`config.mk`:
```
export PLATFORM = sky130hd
export DESIGN_NAME = seg7_scan_driver
export DESIGN_NICKNAME = d
export VERILOG_FILES = /design/src/rtl/seg7_scan_driver.sv
export SDC_FILE = /design/constraint.sdc
export NUM_CORES = 1
export LEC_CHECK = 0
export BUFFER_PORTS_ARGS = -buffer_cell sky130_fd_sc_hd__buf_2
export CAP_MARGIN = 40
export CORE_MARGIN = 10
export CORE_UTILIZATION = 60
export CTS_CLUSTER_DIAMETER = 100
export DETAILED_ROUTE_END_ITERATION = 7
export GPL_TIMING_DRIVEN = 1
export PLACE_DENSITY = 0.85
export SYNTH_ARGS = -nofsm -noshare
export SYNTH_HDL_FRONTEND = slang
export SYNTH_SLANG_ARGS = --single-unit
```
`constraint.sdc`:
```
create_clock -name clk -period 6.18 [get_ports clk]
set_clock_uncertainty 0.1 [all_clocks]
set_input_delay 0.927 -clock clk [delete_from_list [all_inputs] [get_ports clk]]
set_output_delay 0.927 -clock clk [all_outputs]
set_load 0.005 [all_outputs]
```
`src/rtl/seg7_scan_driver.sv`:
```
// seg7_scan_driver
//   Multiplexed N-digit 7-segment display driver. A packed nibble vector,
//   per-digit decimal points and per-digit blank requests are latched into
//   shadow registers on a load strobe. The display time-multiplexes one digit
//   per slot onto a shared active-low segment bus, with active-low digit
//   enables. Each slot begins with an anti-ghost window where every output is
//   dark. Supports hex/BCD decode and leading-zero suppression.
//
// Ports
//   clk         system clock, rising edge
//   rst         synchronous reset, active-high
//   value       packed nibbles, digit k = value[4k+3:4k], digit 0 rightmost
//   dp_in       decimal point request per digit, 1 = lit
//   blank_in    force digit dark, 1 = blank (overrides dp)
//   load        1-cycle strobe capturing value/dp_in/blank_in
//   an          digit enables, active-low, at most one low
//   seg         segments g..a = seg[6:0], active-low
//   dp          decimal point, active-low
//   frame_tick  1-cycle pulse on the first cycle of slot 0 after a wrap
module seg7_scan_driver #(
  parameter int NUM_DIGITS  = 4,
  parameter int REFRESH_DIV = 50000,
  parameter int GHOST_CYC   = 16,
  parameter int HEX_MODE    = 1,
  parameter int LZ_SUPPRESS = 1
) (
  input  logic                    clk,
  input  logic                    rst,
  input  logic [4*NUM_DIGITS-1:0] value,
  input  logic [NUM_DIGITS-1:0]   dp_in,
  input  logic [NUM_DIGITS-1:0]   blank_in,
  input  logic                    load,
  output logic [NUM_DIGITS-1:0]   an,
  output logic [6:0]              seg,
  output logic                    dp,
  output logic                    frame_tick
);

  localparam int CW = (REFRESH_DIV > 1) ? $clog2(REFRESH_DIV) : 1;
  localparam int IW = (NUM_DIGITS > 1) ? $clog2(NUM_DIGITS) : 1;

  logic [4*NUM_DIGITS-1:0] sh_val;
  logic [NUM_DIGITS-1:0]   sh_dp;
  logic [NUM_DIGITS-1:0]   sh_blank;
  logic [CW-1:0]           cnt;
  logic [IW-1:0]           idx;

  logic                    slot_end;
  logic                    frame_end;
  logic                    ghost;
  logic [NUM_DIGITS-1:0]   lz_mask;
  logic [NUM_DIGITS-1:0]   an_sel;
  logic [3:0]              nib;
  logic                    cur_dp;
  logic                    cur_blank;
  logic                    cur_lz;
  logic [6:0]              seg_next;
  logic                    dp_next;

  // Active-low segment patterns, g..a
  function automatic logic [6:0] decode(input logic [3:0] n);
    case (n)
      4'h0:    decode = 7'b1000000;
      4'h1:    decode = 7'b1111001;
      4'h2:    decode = 7'b0100100;
      4'h3:    decode = 7'b0110000;
      4'h4:    decode = 7'b0011001;
      4'h5:    decode = 7'b0010010;
      4'h6:    decode = 7'b0000010;
      4'h7:    decode = 7'b1111000;
      4'h8:    decode = 7'b0000000;
      4'h9:    decode = 7'b0010000;
      4'hA:    decode = 7'b0001000;
      4'hB:    decode = 7'b0000011;
      4'hC:    decode = 7'b1000110;
      4'hD:    decode = 7'b0100001;
      4'hE:    decode = 7'b0000110;
      default: decode = 7'b0001110;
    endcase
  endfunction

  assign slot_end  = (cnt == CW'(REFRESH_DIV - 1));
  assign frame_end = slot_end && (idx == IW'(NUM_DIGITS - 1));
  assign ghost     = (cnt < CW'(GHOST_CYC));

  always_comb begin
    lz_mask   = '0;
    an_sel    = '1;
    nib       = '0;
    cur_dp    = 1'b0;
    cur_blank = 1'b0;
    cur_lz    = 1'b0;
    // A digit is a leading zero when it and every nibble above it are zero;
    // digit 0 always shows.
    for (int unsigned k = 1; k < NUM_DIGITS; k++) begin
      lz_mask[k] = (LZ_SUPPRESS != 0) && ((sh_val >> (4 * k)) == '0);
    end
    for (int unsigned j = 0; j < NUM_DIGITS; j++) begin
      if (idx == IW'(j)) begin
        nib       = sh_val[4*j +: 4];
        cur_dp    = sh_dp[j];
        cur_blank = sh_blank[j];
        cur_lz    = lz_mask[j];
        an_sel[j] = 1'b0;
      end
    end
    seg_next = decode(nib);
    dp_next  = ~cur_dp;
    if (cur_blank) begin
      seg_next = 7'h7F;
      dp_next  = 1'b1;
    end else if (cur_lz || (HEX_MODE == 0 && nib > 4'd9)) begin
      // Suppressed or non-decimal digits go dark but keep their dp
      seg_next = 7'h7F;
    end
  end

  always_ff @(posedge clk) begin
    if (rst) begin
      sh_val     <= '0;
      sh_dp      <= '0;
      sh_blank   <= '0;
      cnt        <= '0;
      idx        <= '0;
      an         <= '1;
      seg        <= 7'h7F;
      dp         <= 1'b1;
      frame_tick <= 1'b0;
    end else begin
      if (load) begin
        sh_val   <= value;
        sh_dp    <= dp_in;
        sh_blank <= blank_in;
      end

      if (slot_end) begin
        cnt <= '0;
        idx <= (idx == IW'(NUM_DIGITS - 1)) ? '0 : idx + 1'b1;
      end else begin
        cnt <= cnt + 1'b1;
      end

      frame_tick <= frame_end;

      // Outputs reflect the pre-edge cnt/idx/shadow, so they trail by a cycle
      if (ghost) begin
        an  <= '1;
        seg <= 7'h7F;
        dp  <= 1'b1;
      end else begin
        an  <= an_sel;
        seg <= seg_next;
        dp  <= dp_next;
      end
    end
  end

endmodule

```
==> flow_summary.ini <==
[yosys]
yosys_register_bits = 55
synth_cell_types = 42
syn_area_um2 = 2500
synthAdderAreaFrac_pct = 5.51
async_reset_ff_share_pct = 0
synth_mux_area_share_pct = 10.0
synth-simple-area-share_pct = 21.5
ys_warn_count = 0
synth_edf_count = 0
avgSynthCellArea_um2 = 9.08
synth_ff_type = dfxtp_1
synth_seq_area_share_pct = 44.1
synth_xor_area_share_pct = 5.26
synth_top_family_by_area = simple AND/OR/NAND/NOR gates
synthesis.nets = 313
syn_inst = 275
synth_compound_area_share_pct = 9.02

[route]
wirelength_mm = 5.06
firstDrtPassIters = 4
wl_per_cell_um = 14.1
drt_iter0_drc = 137
drtAntennaViolNets = 0
viasPerCell = 5.43
vias = 1949
drc_errors = 0

[die]
initial_core_util_pct = 62.4
die_area_um2 = 7140
ios = 40
die_y_um = 84.5
design.core.area_um2 = 4000
num_rows = 23
die_x_um = 84.5

[power]
ir_drop_mv = 0.138
totalPowerFinal_mw = 0.672
power.leakage_nw = 1.16
p_per_area_nw_per_um2 = 238

[critical_path]
slowest_delay_ps = 650
criticalPathCategory = register to register
r2r_start = idx[0]$_SDFFE_PP0N_
path_max_fanout = 20
cp.arrival_ps = 3050
critPathRequiredTime_ps = 6290
critPathLaunchType = register
crit_path_cell_trace = ha_1 -> a211oi_1 -> a221oi_1 -> inv_1 -> ha_1 -> or3_1 -> o221ai_1 -> nand2_1
cp-end-kind = register
crit_start = idx[0]$_SDFFE_PP0N_
cp_slowest_cell = a221oi_1
cpMostUsedCell = ha_1

[timing]
tightestPinTransition_ps = 700
fmax_ghz = 0.340
maxSlewHeadroom_pct = 53.3
finalHoldViolCount = 0
fin_crit_sh_pct = 47.6
rsz0062_at_grt = false
tns_ps = 0
period_needed_ps = 2940
maxSlewViolCount = 0
setup_viol = 0

[finish]
layout.cells.non_filler = 359
ff_latch_area_um2 = 1100
num-nets-final = 346
drive_gt1_share_pct = 16.8
num-fill-cells = 320
multiInputGateArea_um2 = 1280
utilization_pct = 70.4
design_area_um2 = 2820
area_growth_syn_to_layout_pct = 12.8
antennaDiodeCount = 0

[cts]
cts-root-buf = clkbuf_8
clock-sinks = 55
clkLatencyLatePin_ps = 310
cts_resized = 0
ctsLongestPathBuffers = 2
tritoncts = yes
post_cts_buffers = 0
ctsHoldBuffers = 0
clk_pin_slew_ps = 100
cts_made_buffers = 5
htreeDepth = 2

[global_routing]
grt_pass1_wl_mm = 8.88
grt_pass1_vias = 1944
grt_antenna_before_repair = 0
grt_max_degree = 31
grt_usage_pct = 14.6
grt-ovfl-total = 0

[job]
cap_viol_max_count = 0

[worst_hold_path]
hold_path.class = register to register
worstHoldStart = cnt[0]$_SDFF_PP0_

[placed_design]
port_buffers = 39
dp.cells = 351
gp_congestion = 0.843
dp_hpwl_mm = 3.70
dpl_cell_area_um2 = 2700

[run_status]
status = finished clean
-- stage by stage --
| stage | setup slack, ps | hold slack [ps] |
|---|---|---|
| after floorplan | 3630 | 330 |
| after global placement | 3420 | 344 |
| after detailed placement | 3270 | 355 |
| after CTS | 3240 | 377 |
| after global routing | 2960 | 429 |
| final | 3240 | 370 |
-- cell usage after synthesis, types with 2 or more instances --
cell | n | area, µm²
nand4_1 | 4 | 25.0
a221o_1 | 3 | 30.0
a221oi_1 | 2 | 17.5
or3_1 | 2 | 12.5
buf_2 | 4 | 20.0
dfxtp_1 | 55 | 1100
xor2_1 | 6 | 52.6
nor2b_1 | 2 | 12.5
nor3b_1 | 4 | 30.0
o221ai_1 | 2 | 17.5
mux2i_1 | 25 | 250
nand3b_1 | 8 | 60.1
ha_1 | 11 | 138
o21ai_0 | 3 | 15.0
nor2_1 | 49 | 184
nand2_1 | 21 | 78.8
nand3_1 | 7 | 35.0
a21oi_1 | 7 | 35.0
xnor2_1 | 9 | 78.8
nor4_1 | 4 | 25.0
inv_1 | 14 | 52.6
a211oi_1 | 6 | 45.0
clkbuf_1 | 8 | 30.0
-- registers in the layout, indices dropped and copies added, names as in the netlist --
| name | cells |
|---|---|
| an | 4 |
| seg | 7 |
| idx | 2 |
| cnt | 16 |
| frame_tick | 1 |
| sh_dp | 4 |
| sh_blank | 4 |
| dp | 1 |
| sh_val | 16 |
-- power breakdown --
group | internal [mW] | switching [mW] | total [mW]
sequential | 0.365 | 0.00773 | 0.373
clock | 0.131 | 0.112 | 0.243
combinational | 0.0266 | 0.0293 | 0.0559
total | 0.523 | 0.149 | 0.672
-- final cells by class --
class,instances,area share [%]
Tap cell,50,2.22
Multi-Input combinational cell,192,45.5
Timing Repair Buffer,40,7.19
Clock buffer,6,2.93
Clock inverter,2,1.24
Inverter,14,1.87
Sequential cell,55,39.1
-- final timing paths --
path	end	slack [ps]	cells past startpoint
max	seg[0]$_SDFF_PP1_	3240	8
min	cnt[0]$_SDFF_PP0_	370	1
max reg2reg	seg[0]$_SDFF_PP1_	3240	8
min reg2reg	cnt[0]$_SDFF_PP0_	370	1
-- metal layers --
metal	up-vias	global-route usage [%]	routed length, µm
li1	1006	-	-
met1	898	17.4	2260
met2	39	24.0	2430
met3	6	4.73	304
met4	0	4.94	66
met5	-	0	0
-- kinds of logic after synthesis --
| group | count (synthesis) |
|---|---|
| AOI/OAI and AO/OA | 31 |
| DFF | 55 |
| buffers and inverters | 28 |
| adders and majority gates | 11 |
| xor gates and xnor gates | 15 |
| muxes | 25 |
| and+or+nand+nor | 110 |
-- placed cells by master, fill, tap and decap left out, types with 7 or more instances in the layout --
cell type  Yosys  layout
nand2_1       21      21
nand3b_1       8       8
nor2_1        49      49
xnor2_1        9       9
nand3_1        7       7
buf_2          4      39
ha_1          11      11
dfxtp_1       55      55
mux2i_1       25      25
a21oi_1        7       7
inv_1         14      14
-- worst max-delay path: cells and delay by family (launching register included) --
kind	cells	cell delay [ps]
and+or+nand+nor	2	430
DFF	1	420
AOI/OAI and AO/OA	3	840
adders and majority gates	2	830
buffers and inverters	1	210
(Power assumes the default switching activity.)
